`config.mk`:
```
export PLATFORM = sky130hd
export DESIGN_NAME = aes_mixcolumns_engine
export DESIGN_NICKNAME = d
export VERILOG_FILES = /design/src/rtl/aes_pkg.sv /design/src/rtl/aes_mixcolumn_lane.sv /design/src/rtl/aes_mixcolumns_engine.sv
export SDC_FILE = /design/constraint.sdc
export NUM_CORES = 1
export LEC_CHECK = 0
export ABC_AREA = 1
export CAP_MARGIN = 25
export CORE_ASPECT_RATIO = 0.6
export CORE_UTILIZATION = 45
export CTS_CLUSTER_DIAMETER = 50
export CTS_CLUSTER_SIZE = 40
export DETAILED_ROUTE_END_ITERATION = 8
export MAX_ROUTING_LAYER = met4
export PLACE_DENSITY = 0.68
export SYNTH_ARGS = -nofsm -noshare
export SYNTH_HDL_FRONTEND = slang
export SYNTH_SLANG_ARGS = --single-unit
```
`constraint.sdc`:
```
create_clock -name clk -period 3.3 [get_ports clk]
set_input_delay 0.66 -clock clk [delete_from_list [all_inputs] [get_ports clk]]
set_output_delay 0.66 -clock clk [all_outputs]
set_load 0.01 [all_outputs]
```
`src/rtl/aes_pkg.sv`:
```
// ---------------------------------------------------------------------------
// aes_pkg
// Shared types and GF(2^8) helpers for the MixColumns engine.
//   aes_col_t   : one 32-bit state column, row 0 in bits [31:24]
//   aes_fsm_e   : engine control states (IDLE / RUN / DONE)
//   AES_POLY    : low byte of the AES field polynomial x^8+x^4+x^3+x+1
//   xtime()     : multiply a field element by {02}
// ---------------------------------------------------------------------------
package aes_pkg;

    typedef logic [31:0] aes_col_t;

    typedef enum logic [1:0] {
        ST_IDLE = 2'd0,
        ST_RUN  = 2'd1,
        ST_DONE = 2'd2
    } aes_fsm_e;

    localparam logic [7:0] AES_POLY = 8'h1B;

    // Shift left by one; fold the dropped bit 7 back in with the polynomial.
    function automatic logic [7:0] xtime(input logic [7:0] b);
        return {b[6:0], 1'b0} ^ (b[7] ? AES_POLY : 8'h00);
    endfunction

endpackage

```
`src/rtl/aes_mixcolumn_lane.sv`:
```
// ---------------------------------------------------------------------------
// aes_mixcolumn_lane
// Combinational MixColumns / InvMixColumns of a single 32-bit column.
//   col_in  : input column, row 0 in bits [31:24]
//   inverse : 1 selects InvMixColumns (only with AES_INV_MIXCOL_EN)
//   col_out : transformed column, same byte layout
// Build option: AES_INV_MIXCOL_EN compiles the inverse datapath; without it
// the inverse select is ignored and only the forward matrix exists.
// ---------------------------------------------------------------------------
module aes_mixcolumn_lane
    import aes_pkg::*;
(
    input  aes_col_t col_in,
    input  logic     inverse,
    output aes_col_t col_out
);

    logic [7:0] a   [4];   // column bytes, a[0] = row 0
    logic [7:0] x2  [4];   // {02}*a
    logic [7:0] fwd [4];   // forward result per row

    genvar gi;
    generate
        for (gi = 0; gi < 4; gi++) begin : g_row
            assign a[gi]  = col_in[31-8*gi -: 8];
            assign x2[gi] = xtime(a[gi]);
            // Row r of {02 03 01 01} rotated right by r; {03}*b = {02}*b ^ b.
            assign fwd[gi] = x2[gi]
                           ^ x2[(gi+1)%4] ^ a[(gi+1)%4]
                           ^ a[(gi+2)%4]
                           ^ a[(gi+3)%4];
        end
    endgenerate

`ifdef AES_INV_MIXCOL_EN
    logic [7:0] x4  [4];   // {04}*a
    logic [7:0] x8  [4];   // {08}*a
    logic [7:0] inv [4];   // inverse result per row

    generate
        for (gi = 0; gi < 4; gi++) begin : g_inv_row
            assign x4[gi] = xtime(x2[gi]);
            assign x8[gi] = xtime(x4[gi]);
            // {0E}=8+4+2, {0B}=8+2+1, {0D}=8+4+1, {09}=8+1
            assign inv[gi] = (x8[gi]       ^ x4[gi]       ^ x2[gi])
                           ^ (x8[(gi+1)%4] ^ x2[(gi+1)%4] ^ a[(gi+1)%4])
                           ^ (x8[(gi+2)%4] ^ x4[(gi+2)%4] ^ a[(gi+2)%4])
                           ^ (x8[(gi+3)%4] ^ a[(gi+3)%4]);
        end
    endgenerate

    assign col_out = inverse ? {inv[0], inv[1], inv[2], inv[3]}
                             : {fwd[0], fwd[1], fwd[2], fwd[3]};
`else
    logic unused_inverse;
    assign unused_inverse = inverse;
    assign col_out = {fwd[0], fwd[1], fwd[2], fwd[3]};
`endif

endmodule

```
`src/rtl/aes_mixcolumns_engine.sv`:
```
// ---------------------------------------------------------------------------
// aes_mixcolumns_engine
// Applies AES MixColumns (or InvMixColumns) to a 128-bit state, NUM_LANES
// columns per cycle, with a valid/ready handshake on both sides.
//   clk, rst_n      : clock, asynchronous active-low reset
//   flush           : synchronous abort; returns to IDLE next cycle
//   in_valid/ready  : input handshake; in_ready only in IDLE
//   in_inverse      : 1 = InvMixColumns (needs AES_INV_MIXCOL_EN)
//   in_state        : column c at [127-32c -: 32], row 0 is the top byte
//   out_valid/ready : output handshake; result held in DONE until taken
//   out_state       : result, same layout; holds the last completed block
//   busy            : engine not in IDLE
// Parameter NUM_LANES (1, 2 or 4): columns transformed per cycle; a block
// takes BEATS = 4/NUM_LANES cycles.
// Build option: AES_INV_MIXCOL_EN enables inverse support.
// ---------------------------------------------------------------------------
module aes_mixcolumns_engine
    import aes_pkg::*;
#(
    parameter int NUM_LANES = 4
) (
    input  logic         clk,
    input  logic         rst_n,
    input  logic         flush,
    input  logic         in_valid,
    output logic         in_ready,
    input  logic         in_inverse,
    input  logic [127:0] in_state,
    output logic         out_valid,
    input  logic         out_ready,
    output logic [127:0] out_state,
    output logic         busy
);

    localparam int         BEATS     = 4 / NUM_LANES;
    localparam logic [1:0] LAST_BEAT = 2'(BEATS - 1);

    aes_fsm_e     state_reg, state_next;
    logic [1:0]   beat_reg, beat_next;
    aes_col_t     work_reg  [4];
    aes_col_t     work_next [4];
    logic [127:0] out_state_reg, out_state_next;
    // Low through reset and until the first edge after release, so in_ready
    // cannot rise before the engine has seen a clock.
    logic         ready_en_reg;
    logic         lane_inverse;

`ifdef AES_INV_MIXCOL_EN
    logic inverse_reg, inverse_next;
    assign lane_inverse = inverse_reg;
`else
    logic unused_in_inverse;
    assign unused_in_inverse = in_inverse;
    assign lane_inverse      = 1'b0;
`endif

    // ---------------------------------------------------------------------
    // Lane datapath: lane gi works on column beat*NUM_LANES+gi.
    // ---------------------------------------------------------------------
    logic [1:0] lane_idx [NUM_LANES];
    aes_col_t   lane_in  [NUM_LANES];
    aes_col_t   lane_out [NUM_LANES];

    genvar gi;
    generate
        for (gi = 0; gi < NUM_LANES; gi++) begin : g_lane
            assign lane_idx[gi] = 2'((32'(beat_reg) * NUM_LANES) + gi);
            assign lane_in[gi]  = work_reg[lane_idx[gi]];

            aes_mixcolumn_lane u_lane (
                .col_in  (lane_in[gi]),
                .inverse (lane_inverse),
                .col_out (lane_out[gi])
            );
        end
    endgenerate

    // ---------------------------------------------------------------------
    // Next-state / datapath logic
    // ---------------------------------------------------------------------
    always_comb begin
        state_next     = state_reg;
        beat_next      = beat_reg;
        out_state_next = out_state_reg;
        for (int c = 0; c < 4; c++) begin
            work_next[c] = work_reg[c];
        end
`ifdef AES_INV_MIXCOL_EN
        inverse_next = inverse_reg;
`endif

        if (flush) begin
            state_next = ST_IDLE;
            beat_next  = 2'd0;
        end else begin
            unique case (state_reg)
                ST_IDLE: begin
                    if (in_valid && ready_en_reg) begin
                        for (int c = 0; c < 4; c++) begin
                            work_next[c] = in_state[127-32*c -: 32];
                        end
`ifdef AES_INV_MIXCOL_EN
                        inverse_next = in_inverse;
`endif
                        beat_next  = 2'd0;
                        state_next = ST_RUN;
                    end
                end
                ST_RUN: begin
                    for (int l = 0; l < NUM_LANES; l++) begin
                        work_next[lane_idx[l]] = lane_out[l];
                    end
                    beat_next = beat_reg + 2'd1;
                    if (beat_reg == LAST_BEAT) begin
                        // Publish the finished block only here, so out_state
                        // keeps the previous result while the next one runs.
                        out_state_next = {work_next[0], work_next[1],
                                          work_next[2], work_next[3]};
                        beat_next      = 2'd0;
                        state_next     = ST_DONE;
                    end
                end
                ST_DONE: begin
                    if (out_ready) begin
                        state_next = ST_IDLE;
                    end
                end
                default: begin
                    state_next = ST_IDLE;
                    beat_next  = 2'd0;
                end
            endcase
        end
    end

    // ---------------------------------------------------------------------
    // State registers
    // ---------------------------------------------------------------------
    always_ff @(posedge clk or negedge rst_n) begin
        if (!rst_n) begin
            state_reg     <= ST_IDLE;
            beat_reg      <= 2'd0;
            out_state_reg <= '0;
            ready_en_reg  <= 1'b0;
            for (int c = 0; c < 4; c++) begin
                work_reg[c] <= '0;
            end
`ifdef AES_INV_MIXCOL_EN
            inverse_reg   <= 1'b0;
`endif
        end else begin
            state_reg     <= state_next;
            beat_reg      <= beat_next;
            out_state_reg <= out_state_next;
            ready_en_reg  <= 1'b1;
            for (int c = 0; c < 4; c++) begin
                work_reg[c] <= work_next[c];
            end
`ifdef AES_INV_MIXCOL_EN
            inverse_reg   <= inverse_next;
`endif
        end
    end

    assign in_ready  = (state_reg == ST_IDLE) && ready_en_reg;
    assign out_valid = (state_reg == ST_DONE);
    assign busy      = (state_reg != ST_IDLE);
    assign out_state = out_state_reg;

endmodule

```
==> results.tsv <==
stage	metric	value	unit
setup_path	worstRegToRegCells	9	
synth	syn_nets	3310	
route	wire_per_inst	14.8	um
setup_path	critPathMaxStageDelay	540	ps
placement	io_buffers	263	
floorplanning	ioPinCount	265	
placement	place_area	21500	um2
setup_path	path_class	flop to output pin	
run	drv_cap	0	
synth	synth_cell_type_count	28	
setup_path	required	2640	ps
setup_path	cp.arrival	1970	ps
final_layout	drive_gt1_frac	0.0240	
setup_path	start_kind	flop	
final_layout	final_cell_mix	1714 x nand2_1, 357 x nor2_1, 262 x clkdlybuf4s50_1	
timing	hold_violations	0	
route	vias	19902	
floorplanning	die_w	265	um
route	drc	0	
placement	place.gp.congestion	0.961	
synth	synth_area	18600	um2
setup_path	cp_max_fo	7	
clock_tree	worstSkewPairLatency	600	ps
synth	ys_seq_elements	261	
floorplanning	core_area	40700	um2
global_routing	grt_use_total	0.284	
timing	setup_violations	0	
timing	max_freq	381	MHz
timing	hold_slack	19.7	ps
timing	fin_skew	31.9	ps
timing	fin_crit	2630	ps
clock_tree	cts.sink_count	261	
synth	synthCells	3174	
timing	timing.final.crit_share	0.796	
final_layout	final_nets	3484	
placement	dp_hpwl	41900	um
floorplanning	die_area	42200	um2
floorplanning	std_cell_rows	57	
global_routing	grt_max_degree	135	
setup_path	cp_slowest_cell	clkdlybuf4s50_1	
final_layout	final_util	0.554	
clock_tree	post_cts_resize_count	0	
global_routing	grt_pass1_wl	95500	um
setup_path	path_depth	4	
floorplanning	dieHeight	160	um
final_layout	fillers	4100	
clock_tree	holdBufCountCts	0	
route	drtIter0Drc	1597	
status	outcome	finished clean	
setup_path	crit_family	buffers and inverters	
route	dr.pass1.iters	5	
global_routing	grt_pass1_vias	18532	
clock_tree	cts_setup_buffers	0	
global_routing	grt.overflow.total	0	
clock_tree	path_clk_slew	80	ps
clock_tree	htreeDepth	1	
clock_tree	cts_made_buffers	31	
setup_path	path_cells	inv_2 > nand2_1 > nor2_1 > clkdlybuf4s50_1	
route	drtAntennaViolNets	0	
timing	rsz0062_at_grt	false	
clock_tree	tritoncts	built	
setup_path	critPathCaptureType	output pin	
power_and_ir_drop	power.density	875	nW/um2
clock_tree	cts_root_buffer	clkbuf_16	
final_layout	stdcell_area	22500	um2
global_routing	antenna_found_initial	1	
power_and_ir_drop	ir_drop	380	uV
final_layout	area_growth	21.0	%
synth	yosysSeqAreaShare	0.351	
floorplanning	initial_utilization	0.458	
clock_tree	clockBufferDepth	3	
timing	slew_headroom	0.538	
route	wirelength	57900	um
timing	slew_viol_final	0	
route	viasPerCell	5.10	
final_layout	final_common_cell	nand2_1	
synth	yosys_warnings	0	
timing	worst_pin_slew	693	ps
power_and_ir_drop	power	19700	uW
power_and_ir_drop	p_leak	0.0122	uW
setup_path	path_buf_inv	2	
worst_hold_path	hold_class	primary input to async pin	
timing	setup_tns	0	ps
synth	syn_area_per_cell	5.87	um2
-- synthesized netlist by cell type (all sizes together) --
master | count | area (um2)
nand2 | 1714 | 6430
nor2 | 360 | 1360
dfrtp | 261 | 6530
nand3 | 260 | 1300
inv | 229 | 860
buf | 94 | 534
a31oi | 77 | 482
o21ai | 54 | 274
clkbuf | 45 | 170
xnor2 | 35 | 307
xor2 | 30 | 263
clkinv | 4 | 15.0
nand3b | 4 | 30.0
ha | 2 | 25.0
a21o | 1 | 7.51
conb | 1 | 3.75
o211ai | 1 | 7.51
o21bai | 1 | 7.51
o22ai | 1 | 6.26
-- stage by stage --
| step | std cells | worst slack [ps] |
|---|---|---|
| after global routing | 3903 | 561 |
| final | 3903 | 673 |
| after detailed placement | 3846 | 732 |
| after CTS | 3902 | 652 |
| after floorplan | 3174 | 1670 |
| after global placement | 3846 | 786 |
-- per-layer routing --
layer / up-vias / GRT usage / part of all wire
met5: - / - / 0
met4: 0 / 0.0523 / 0.017
met3: 68 / 0.0413 / 0.060
met2: 525 / 0.422 / 0.43
met1: 9210 / 0.411 / 0.49
li1: 10099 / - / -
-- power breakdown --
group          leakage (uW)  total [uW]  switching (uW)  internal, uW
combinational       0.00852       10100            6070          4080
clock              0.000525        3640            1730          1910
sequential          0.00315        5930            1530          4400
total                0.0122       19700            9330         10400
-- worst paths after layout --
kind | from | endpoint | slack (ps)
max | state_reg[0] | in_ready | 670
min | rst_n | work_reg[101] | 20
max reg2reg | work_reg[63] | work_reg[32] | 1190
min reg2reg | out_state[11] | out_state[11] | 480
max in group asynchronous | rst_n | out_state[18] | 2490
min in group clk | out_state[11] | out_state[11] | 480
-- kinds of logic (layout without fill, tap and decap cells) --
group / count (synthesis) / in the layout / synth area share
compound gates: 135 / 135 / 0.0421
xor+xnor: 65 / 65 / 0.0306
simple gates: 2338 / 2338 / 0.490
flops: 261 / 261 / 0.351
other cells: 1 / 2 / 0.000201
buf+inv: 372 / 569 / 0.0848
fa+ha+maj: 2 / 2 / 0.00134
-- layout make-up --
cell class,count,area [um2],share of cell area
Antenna cell,1,2.50,0.000111
Sequential cell,261,6530,0.290
Clock buffer,31,776,0.0344
Clock inverter,25,303,0.0134
Multi-Input combinational cell,2541,10500,0.467
Tap cell,531,664,0.0295
Timing Repair Buffer,280,2870,0.127
Inverter,233,875,0.0388
-- worst register-to-register path, delay by kind of cell, from the launching register on --
kind / cells / cell delay, ps
and+or+nand+nor: 7 / 690
DFF: 1 / 710
AOI/OAI and AO/OA: 1 / 70
buffers and inverters: 1 / 510
Power figures use the tool's default switching activity.
